`src/rtl/sseg_pkg.sv`:
```
`default_nettype none
// ============================================================================
//  Module   : sseg_pkg
//  Purpose  : Shared constants, frame type and anode helper for the
//             seven-segment display path.
//  Revision : 1.0 - initial release
// ============================================================================
package sseg_pkg;

    localparam logic [6:0] SSEG_BLANK = 7'h7F;
    localparam logic [3:0] AN_OFF     = 4'hF;
    localparam int         NUM_DIGITS = 4;

    typedef struct packed {
        logic [NUM_DIGITS-1:0]      dp;
        logic [NUM_DIGITS-1:0][6:0] seg;
    } sseg_frame_t;

    localparam sseg_frame_t FRAME_BLANK = sseg_frame_t'({4'hF, {NUM_DIGITS{SSEG_BLANK}}});

    // Active-low one-cold anode pattern selecting a single digit.
    function automatic logic [3:0] anode_sel(input logic [1:0] digit);
        return ~(4'b0001 << digit);
    endfunction

endpackage
`default_nettype wire

```
`src/rtl/sseg_pwm_gate.sv`:
```
`default_nettype none
// ============================================================================
//  Module   : sseg_pwm_gate
//  Purpose  : Free-running PWM counter and duty compare for display dimming.
//  Revision : 1.0 - initial release
// ============================================================================
module sseg_pwm_gate #(
    parameter int BRIGHT_W = 4
) (
    input  logic                clk_i,
    input  logic                rst_i,
    input  logic [BRIGHT_W-1:0] level_i,
    output logic                pwm_on_o
);

    logic [BRIGHT_W-1:0] r_pwm_cnt;

    always_ff @(posedge clk_i) begin
        if (!rst_i) begin
            r_pwm_cnt <= '0;
        end else begin
            r_pwm_cnt <= r_pwm_cnt + 1'b1;
        end
    end

    // All-ones must be fully on, which a plain less-than compare cannot reach.
    assign pwm_on_o = (level_i == '1) || (r_pwm_cnt < level_i);

endmodule
`default_nettype wire

```
`src/rtl/sseg_frame_scanner.sv`:
```
`default_nettype none
// ============================================================================
//  Module   : sseg_frame_scanner
//  Purpose  : Double-buffered 4-digit seven-segment scanner with blanking
//             between digits and PWM brightness, updated only per frame.
//  Revision : 1.0 - initial release
// ============================================================================
module sseg_frame_scanner
    import sseg_pkg::*;
#(
    parameter int DIGIT_CYCLES = 100000,
    parameter int BLANK_CYCLES = 1000,
    parameter int BRIGHT_W     = 4
) (
    input  logic                clk_i,
    input  logic                rst_i,
    input  logic [27:0]         frame_i,
    input  logic [3:0]          dp_i,
    input  logic                frame_valid_i,
    output logic                frame_ready_o,
    input  logic [BRIGHT_W-1:0] brightness_i,
    output logic [3:0]          an_o,
    output logic [6:0]          sseg_o,
    output logic                dp_o,
    output logic                frame_start_o
);

    localparam int                  c_SLOT_W    = $clog2(DIGIT_CYCLES);
    localparam logic [c_SLOT_W-1:0] c_SLOT_LAST = c_SLOT_W'(DIGIT_CYCLES - 1);
    localparam logic [c_SLOT_W-1:0] c_BLANK_END = c_SLOT_W'(BLANK_CYCLES);

    logic [c_SLOT_W-1:0] r_slot_cnt;
    logic [1:0]          r_digit;
    sseg_frame_t         r_active;
    sseg_frame_t         r_pending;
    logic                r_pending_full;
    logic [BRIGHT_W-1:0] r_bright;

    logic [3:0]          r_an;
    logic [6:0]          r_sseg;
    logic                r_dp;
    logic                r_frame_start;

    logic                w_boundary;
    logic                w_accept;
    logic                w_pwm_on;
    logic                w_lit;

    assign w_boundary = (r_slot_cnt == '0) && (r_digit == 2'd0);
    assign w_accept   = frame_valid_i && !r_pending_full;
    assign w_lit      = (r_slot_cnt >= c_BLANK_END) && w_pwm_on;

    sseg_pwm_gate #(
        .BRIGHT_W (BRIGHT_W)
    ) u_pwm_gate (
        .clk_i    (clk_i),
        .rst_i    (rst_i),
        .level_i  (r_bright),
        .pwm_on_o (w_pwm_on)
    );

    always_ff @(posedge clk_i) begin
        if (!rst_i) begin
            r_slot_cnt <= '0;
            r_digit    <= 2'd0;
        end else if (r_slot_cnt == c_SLOT_LAST) begin
            r_slot_cnt <= '0;
            r_digit    <= r_digit + 2'd1;
        end else begin
            r_slot_cnt <= r_slot_cnt + 1'b1;
        end
    end

    // A boundary with a full pending buffer keeps ready low, so it can never
    // coincide with an accept; an accept on an empty boundary stays pending.
    always_ff @(posedge clk_i) begin
        if (!rst_i) begin
            r_active       <= FRAME_BLANK;
            r_pending      <= FRAME_BLANK;
            r_pending_full <= 1'b0;
            r_bright       <= '0;
        end else begin
            if (w_boundary) begin
                r_bright <= brightness_i;
            end
            if (w_boundary && r_pending_full) begin
                r_active       <= r_pending;
                r_pending_full <= 1'b0;
            end else if (w_accept) begin
                r_pending      <= sseg_frame_t'({dp_i, frame_i});
                r_pending_full <= 1'b1;
            end
        end
    end

    always_ff @(posedge clk_i) begin
        if (!rst_i) begin
            r_an          <= AN_OFF;
            r_sseg        <= SSEG_BLANK;
            r_dp          <= 1'b1;
            r_frame_start <= 1'b0;
        end else begin
            r_frame_start <= w_boundary;
            if (w_lit) begin
                r_an   <= anode_sel(r_digit);
                r_sseg <= r_active.seg[r_digit];
                r_dp   <= r_active.dp[r_digit];
            end else begin
                r_an   <= AN_OFF;
                r_sseg <= SSEG_BLANK;
                r_dp   <= 1'b1;
            end
        end
    end

    assign frame_ready_o = !r_pending_full;
    assign an_o          = r_an;
    assign sseg_o        = r_sseg;
    assign dp_o          = r_dp;
    assign frame_start_o = r_frame_start;

endmodule
`default_nettype wire

```
`config.mk`:
```
export PLATFORM = sky130hd
export DESIGN_NAME = sseg_frame_scanner
export DESIGN_NICKNAME = d
export VERILOG_FILES = /design/src/rtl/sseg_pkg.sv /design/src/rtl/sseg_pwm_gate.sv /design/src/rtl/sseg_frame_scanner.sv
export SDC_FILE = /design/constraint.sdc
export NUM_CORES = 1
export LEC_CHECK = 0
export ABC_CLOCK_PERIOD_IN_PS = 2500
export CORE_MARGIN = 1
export CORE_UTILIZATION = 56
export DETAILED_ROUTE_END_ITERATION = 8
export PLACE_DENSITY = 0.81
export SLEW_MARGIN = 10
export SYNTH_ARGS = -nofsm -noshare
export SYNTH_HDL_FRONTEND = slang
export SYNTH_SLANG_ARGS = --single-unit
```
`constraint.sdc`:
```
create_clock -name clk_i -period 2.5 [get_ports clk_i]
set_input_delay 0.375 -clock clk_i [delete_from_list [all_inputs] [get_ports clk_i]]
set_output_delay 0.375 -clock clk_i [all_outputs]
set_load 0.05 [all_outputs]
```
==> results of run 1 <==
[metrics by stage]
stage / power, uW / setup slack [ps] / hold WS, ps / util [%] / area (um^2)
floorplan: 2216 / 315.9 / 430.1 / - / 4594
global placement: 2370 / 511.8 / 452.3 / 65.88 / 5170
detailed placement: 2391 / 404.8 / 470.3 / 65.88 / 5170
CTS: 3417 / 382.3 / 477.6 / 68.38 / 5366
global route: 3564 / 234.9 / 504.7 / 68.38 / 5366
finish: 3402 / 371.1 / 487.9 / 68.38 / 5366
[path summary, 6_finish.rpt]
check	end	startpoint	cells after the start
max	r_active[21]	r_slot_cnt[16]	5
max reg2reg	r_active[21]	r_slot_cnt[16]	5
min	r_slot_cnt[0]	r_slot_cnt[0]	1
min reg2reg	r_slot_cnt[0]	r_slot_cnt[0]	1
[state kept, by name, indices dropped and copies added (netlist names)]
register,cells
r_slot_cnt,17
frame_start_o,1
sseg_o,7
r_pending_full,1
u_pwm_gate.r_pwm_cnt,4
r_bright,4
r_pending,32
an_o,4
r_active,32
dp_o,1
r_digit,2
[cell families (layout without fill, tap and decap cells)]
logic type      Yosys count  in the layout  share of synthesized area (%)
xor+xnor                 15             15                          2.859
fa+ha+maj                10             10                          2.723
flops                   105            105                          45.75
mux                      10             10                          4.357
simple gates            128            128                          13.29
compound gates          113            113                          23.18
buf+inv                  82            124                          7.843
[worst reg2reg max path, stage by stage, from the launching register on]
cell	delay, ps
dfxtp_1	350
or4_1	550
or2_1	220
buf_4	290
o41ai_1	440
o211ai_1	150
[per-layer routing]
metal / global-route usage, % / share of wire (%) / wire, um
met2: 36.05 / 46 / 4327
met4: 9.505 / 2.2 / 207
met5: 0 / 0 / 0
met3: 3.777 / 5.0 / 469
met1: 32.98 / 47 / 4416
[power by group]
| group | internal [uW] | total (uW) | switching, uW |
|---|---|---|---|
| sequential | 1780 | 1840 | 62.1 |
| combinational | 243 | 512 | 269 |
| clock | 465 | 1050 | 582 |
| total | 2490 | 3400 | 913 |
[cell type report]
cell class                 count  area (um^2)
fill                         627         2481
multi-input combinational    276         2140
sequential                   105         2102
timing repair buffer          66        643.1
inverter                      42        157.7
clock buffer                  10        127.6
tap                          102        127.6
clock inverter                 6        68.82
[layout by cell type (no fill, tap or decap), types with 6 or more instances in the layout]
cell / count
nand4_1: 17
inv_1: 42
o211ai_1: 65
clkdlybuf4s50_1: 50
o41ai_1: 7
a21oi_1: 6
nor2_1: 31
dfxtp_1: 105
clkbuf_8: 9
ha_1: 10
nand3_1: 17
xor2_1: 10
buf_4: 13
nand2_1: 42
o41ai_2: 26
mux4_2: 8
==> results.json, run 1 <==
{
  "start_util_pct": 58.55,
  "grt_pass1_wl_mm": 15.80,
  "fin_crit_ps": 2129,
  "die_y_um": 92.58,
  "insertion_delay_ps": 360,
  "min_path_type": "flop to flop",
  "rsz0062_at_grt": "false",
  "maxSlewViolCount": 0,
  "drive_gt1_share_pct": 13.07,
  "synth_area_leaders": "dfxtp_1 (46%), o211ai_1 (11%), o41ai_2 (9.2%)",
  "p_leak_uw": 0.002165,
  "slew_headroom_pct": 65.02,
  "syn_area_um2": 4594,
  "syn_to_final_growth_pct": 16.80,
  "clock_path_buffers": 2,
  "max-vdd-ir-drop_uv": 313.7,
  "cts_tree": "built",
  "crit_chain": "or4_1 > or2_1 > buf_4 > o41ai_1 > o211ai_1",
  "grt_pass1_vias": 3209,
  "cts_num_sinks": 105,
  "finalSetupTns_ps": 0,
  "syn_nets": 512,
  "dieArea_um2": 8570,
  "hold_viol_final": 0,
  "worst_pin_slew_ps": 519.9,
  "powerDensity_nw_per_um2": 634.0,
  "dpl.cell_count": 591,
  "ys_warn_count": 0,
  "synth_edf_count": 0,
  "setup_viol": 0,
  "gp_congestion": 0.8541,
  "ys_ff_latch": 105,
  "cp_num_buf_inv": 1,
  "grt_usage_pct": 23.50,
  "synth_cells": 463,
  "crit_slowest_cell": "or4_1",
  "drt_iter0_markers": 236,
  "wl_per_cell_um": 15.52,
  "antenna_left": 0,
  "required_ps": 2720,
  "antenna_found_initial": 0,
  "synth_area_leader_cell": "dfxtp_1",
  "yosysMostFrequentCell": "dfxtp_1",
  "slowest_delay_ps": 550,
  "ctsHoldBuffers": 0,
  "post_cts_buffers": 0,
  "worst-setup-path-type": "flop to flop",
  "drt-total-wl_mm": 9.421,
  "vias_per_cell": 5.758,
  "die_x_um": 92.58,
  "synth_top_area_share_pct": 45.75,
  "fmax_ghz": 0.4697,
  "worstPathArrival_ps": 2350,
  "cts-root-buf": "clkbuf_8",
  "drc": 0,
  "synth.distinct_cells": 34,
  "cp_max_fo": 37,
  "critPathLaunchType": "flop",
  "cap_violations": 0,
  "ys_seq_area_share_pct": 45.75,
  "core_um2": 7848,
  "first_pass_iters": 4,
  "clkTransAtPathRegs_ps": 100,
  "avgSynthCellArea_um2": 9.923,
  "post-route-period-util_pct": 85.16,
  "instances_no_fill": 607,
  "grt.overflow.total": 0,
  "cp_top_family": "simple AND/OR/NAND/NOR gates",
  "layout.nets": 549,
  "grt_max_degree": 40,
  "cts_resized": 0,
  "end_kind": "flop",
  "io_pins": 53,
  "cts_made_buffers": 9,
  "dp_hpwl_mm": 6.400,
  "status": "complete, no violations",
  "finalClockSkew_ps": 12.62,
  "antenna_cells": 0,
  "portBuffers": 52,
  "synth_top_cells_by_count": "dfxtp_1 (105), o211ai_1 (65), inv_1 (42), nand2_1 (42), nor2_1 (31)",
  "async_flop_share_pct": 0,
  "r2r_slack_ps": 370,
  "vias": 3495,
  "synth-main-ff-cell": "dfxtp_1",
  "row_count": 32,
  "cts_htree_levels": 3
}
Power figures use the tool's default switching activity.
==> run 2: changes to the inputs <==
ABC_AREA = 1   (was unset)
CORE_UTILIZATION = 55   (was 56)
PLACE_DENSITY = 0.8   (was 0.81)
==> run 2 against run 1 <==
Compared with the run above:
- non-clock buffer count fell by 7
- design area is 6.6% lower
- wire length fell by 4.8%
- combinational power decreased by 16%
- total power fell by 6.8%
- critical path type unchanged
- largest power group unchanged
==> results.json, run 2 <==
{
  "cts-root-buf": "clkbuf_8",
  "ctsHoldBuffers": 0,
  "status": "complete, no violations",
  "muxShareOfSynthArea_pct": 0,
  "p_leak_uw": 0.002154,
  "gp_congestion": 0.8986,
  "portBuffers": 52,
  "hold_depth": 2,
  "antenna_cells": 0,
  "crit_slowest_cell": "nand4_2",
  "synth_compound_area_share_pct": 5.175,
  "wl_per_cell_um": 12.72,
  "required_ps": 2750,
  "synth_cells": 564,
  "synth_top_family_by_area": "simple AND/OR/NAND/NOR gates",
  "grt.overflow.total": 0,
  "layout_commonest_cell": "nand2_1",
  "drt-total-wl_mm": 8.968,
  "antenna_found_initial": 0,
  "reg.largest.list": "r_active: 32 flops, r_pending: 32 flops, r_slot_cnt: 17 flops",
  "cts_num_sinks": 105,
  "max-vdd-ir-drop_uv": 432.8,
  "core_um2": 7447,
  "clkTransAtPathRegs_ps": 90,
  "async_flop_share_pct": 0,
  "synth_edf_count": 0,
  "grt_pass1_vias": 3550,
  "layout.nets": 653,
  "worstPathArrival_ps": 2470,
  "worst_pin_slew_ps": 775.3,
  "rsz0062_at_grt": "false",
  "maxSlewViolCount": 0,
  "powerDensity_nw_per_um2": 632.6,
  "min_path_type": "primary input to flop",
  "cts_htree_levels": 3,
  "row_count": 31,
  "antenna_left": 0,
  "synth_area_leader_cell": "dfxtp_1",
  "syn_to_final_growth_pct": 15.84,
  "worst-setup-path-type": "flop to flop",
  "drc": 0,
  "worst_slack_ps": 278.6,
  "synth_area_leaders": "dfxtp_1 (49%), nand3_1 (13%), nand2_1 (12%)",
  "reg2reg_from": "r_digit[1]",
  "io_pins": 53,
  "die_x_um": 90.71,
  "cap_violations": 0,
  "hold_viol_final": 0,
  "cp_top_family": "simple AND/OR/NAND/NOR gates",
  "ys_ff_latch": 105,
  "r2r-end": "r_active[12]",
  "post_cts_buffers": 0,
  "r2r_slack_ps": 280,
  "synth_top_cells_by_count": "nand2_1 (141), nand3_1 (113), dfxtp_1 (105)",
  "drive_gt1_share_pct": 6.271,
  "avgSynthCellArea_um2": 7.674,
  "finalSetupTns_ps": 0,
  "slew_headroom_pct": 48.19,
  "fin_crit_ps": 2221,
  "ys_warn_count": 0,
  "r2r_cells": 7,
  "synth-main-ff-cell": "dfxtp_1",
  "start_util_pct": 58.11,
  "cp_max_fo": 32,
  "finalClockSkew_ps": 11.42,
  "dieArea_um2": 8227,
  "cts_tree": "built",
  "dp_slack_ps": 293.5,
  "first_pass_iters": 4,
  "clock_path_buffers": 2,
  "final_cell_mix": "nand2_1 (141), nand3_1 (113), dfxtp_1 (105)",
  "dp_hpwl_mm": 6.394,
  "drt_iter0_markers": 178,
  "grt_pass1_wl_mm": 15.81,
  "yosysMostFrequentCell": "nand2_1",
  "cts_made_buffers": 9,
  "crit_top_cell": "nand3_1",
  "end_kind": "flop",
  "syn_nets": 613,
  "syn_area_um2": 4328,
  "vias": 3767,
  "cp_num_buf_inv": 1,
  "insertion_delay_ps": 370,
  "synth.distinct_cells": 27,
  "vias_per_cell": 5.343,
  "cts_resized": 0,
  "grt_usage_pct": 23.48,
  "ys_seq_area_share_pct": 48.57,
  "yosys.area_share.simple_pct": 35.53,
  "synth_xor_area_share_pct": 1.417,
  "synth_adder_area_share_pct": 2.891,
  "grt_max_degree": 34,
  "worstHoldEndpoint": "r_active[31]",
  "worstHoldStart": "rst_i",
  "setup_viol": 0,
  "fmax_ghz": 0.4502,
  "critPathLaunchType": "flop",
  "slowest_delay_ps": 600,
  "synth_top_area_share_pct": 48.57,
  "post-route-period-util_pct": 88.85,
  "crit_chain": "clkinv_1 > ha_1 > nand3_1 > nor2_4 > nand4_2 > nand2_1 > nand3_1",
  "die_y_um": 90.71
}
run 2: cell count changes in the layout (fill, tap and decap cells not counted), moves of 15 or more:
cell,delta
nand2_1,+99
o21ai_0,+18
o211ai_1,-65
nor2_1,+21
nand3_1,+96
inv_1,-15
o41ai_2,-26
run 2: per-stage QoR:
stage	total power (uW)	hold WS [ps]	instances	utilization (%)	instance area, um^2
2_1_floorplan	2190	426.9	564	-	4328
3_3_place_gp	2304	442.7	692	65.24	4858
3_5_place_dp	2321	455.2	692	65.24	4858
4_1_cts	3202	386.9	705	67.32	5014
5_1_grt	3357	396.1	705	67.32	5014
6_report	3172	391.5	705	67.32	5014
run 2: worst max path at each step:
stage | cells after the start | slack [ps] | end | start
after detailed placement | 7 | 290 | r_active[12] | r_digit[1]
after global routing | 7 | 30 | r_active[24] | r_digit[1]
final | 7 | 280 | r_active[12] | r_digit[1]
after CTS | 7 | 240 | r_active[12] | r_digit[1]
after floorplan | 10 | 720 | r_active[0] | r_digit[0]
after global placement | 7 | 440 | r_active[13] | r_digit[1]
run 2: report_power, final:
part	leakage, uW	switching (uW)	internal (uW)
clock network	0.0000814	540	351
registers	0.000863	68.8	1780
logic	0.00121	252	178
total	0.00215	860	2310
run 2: layer usage:
metal	vias up	wire length [um]	track usage (%)
li1	1930	-	-
met1	1720	4062	29.29
met2	95	4257	38.57
met3	22	442	6.145
met4	0	205	9.140
met5	-	0	0
run 2: final cells by class:
| cell class | count | area (um^2) |
|---|---|---|
| clock buffers | 9 | 123.9 |
| clock inverters | 4 | 31.28 |
| fillers | 653 | 2434 |
| inverters | 31 | 116.4 |
| multi-input cells | 398 | 1948 |
| flip-flops and latches | 105 | 2102 |
| well taps | 99 | 123.9 |
| repair buffers | 59 | 568.0 |
run 2: kinds of logic after synthesis:
family,Yosys count
adder cells (fa/ha/maj),10
XOR/XNOR,7
buffers and inverters,61
AND/OR/NAND/NOR,339
flip-flops,105
AO/OA/AOI/OAI,42
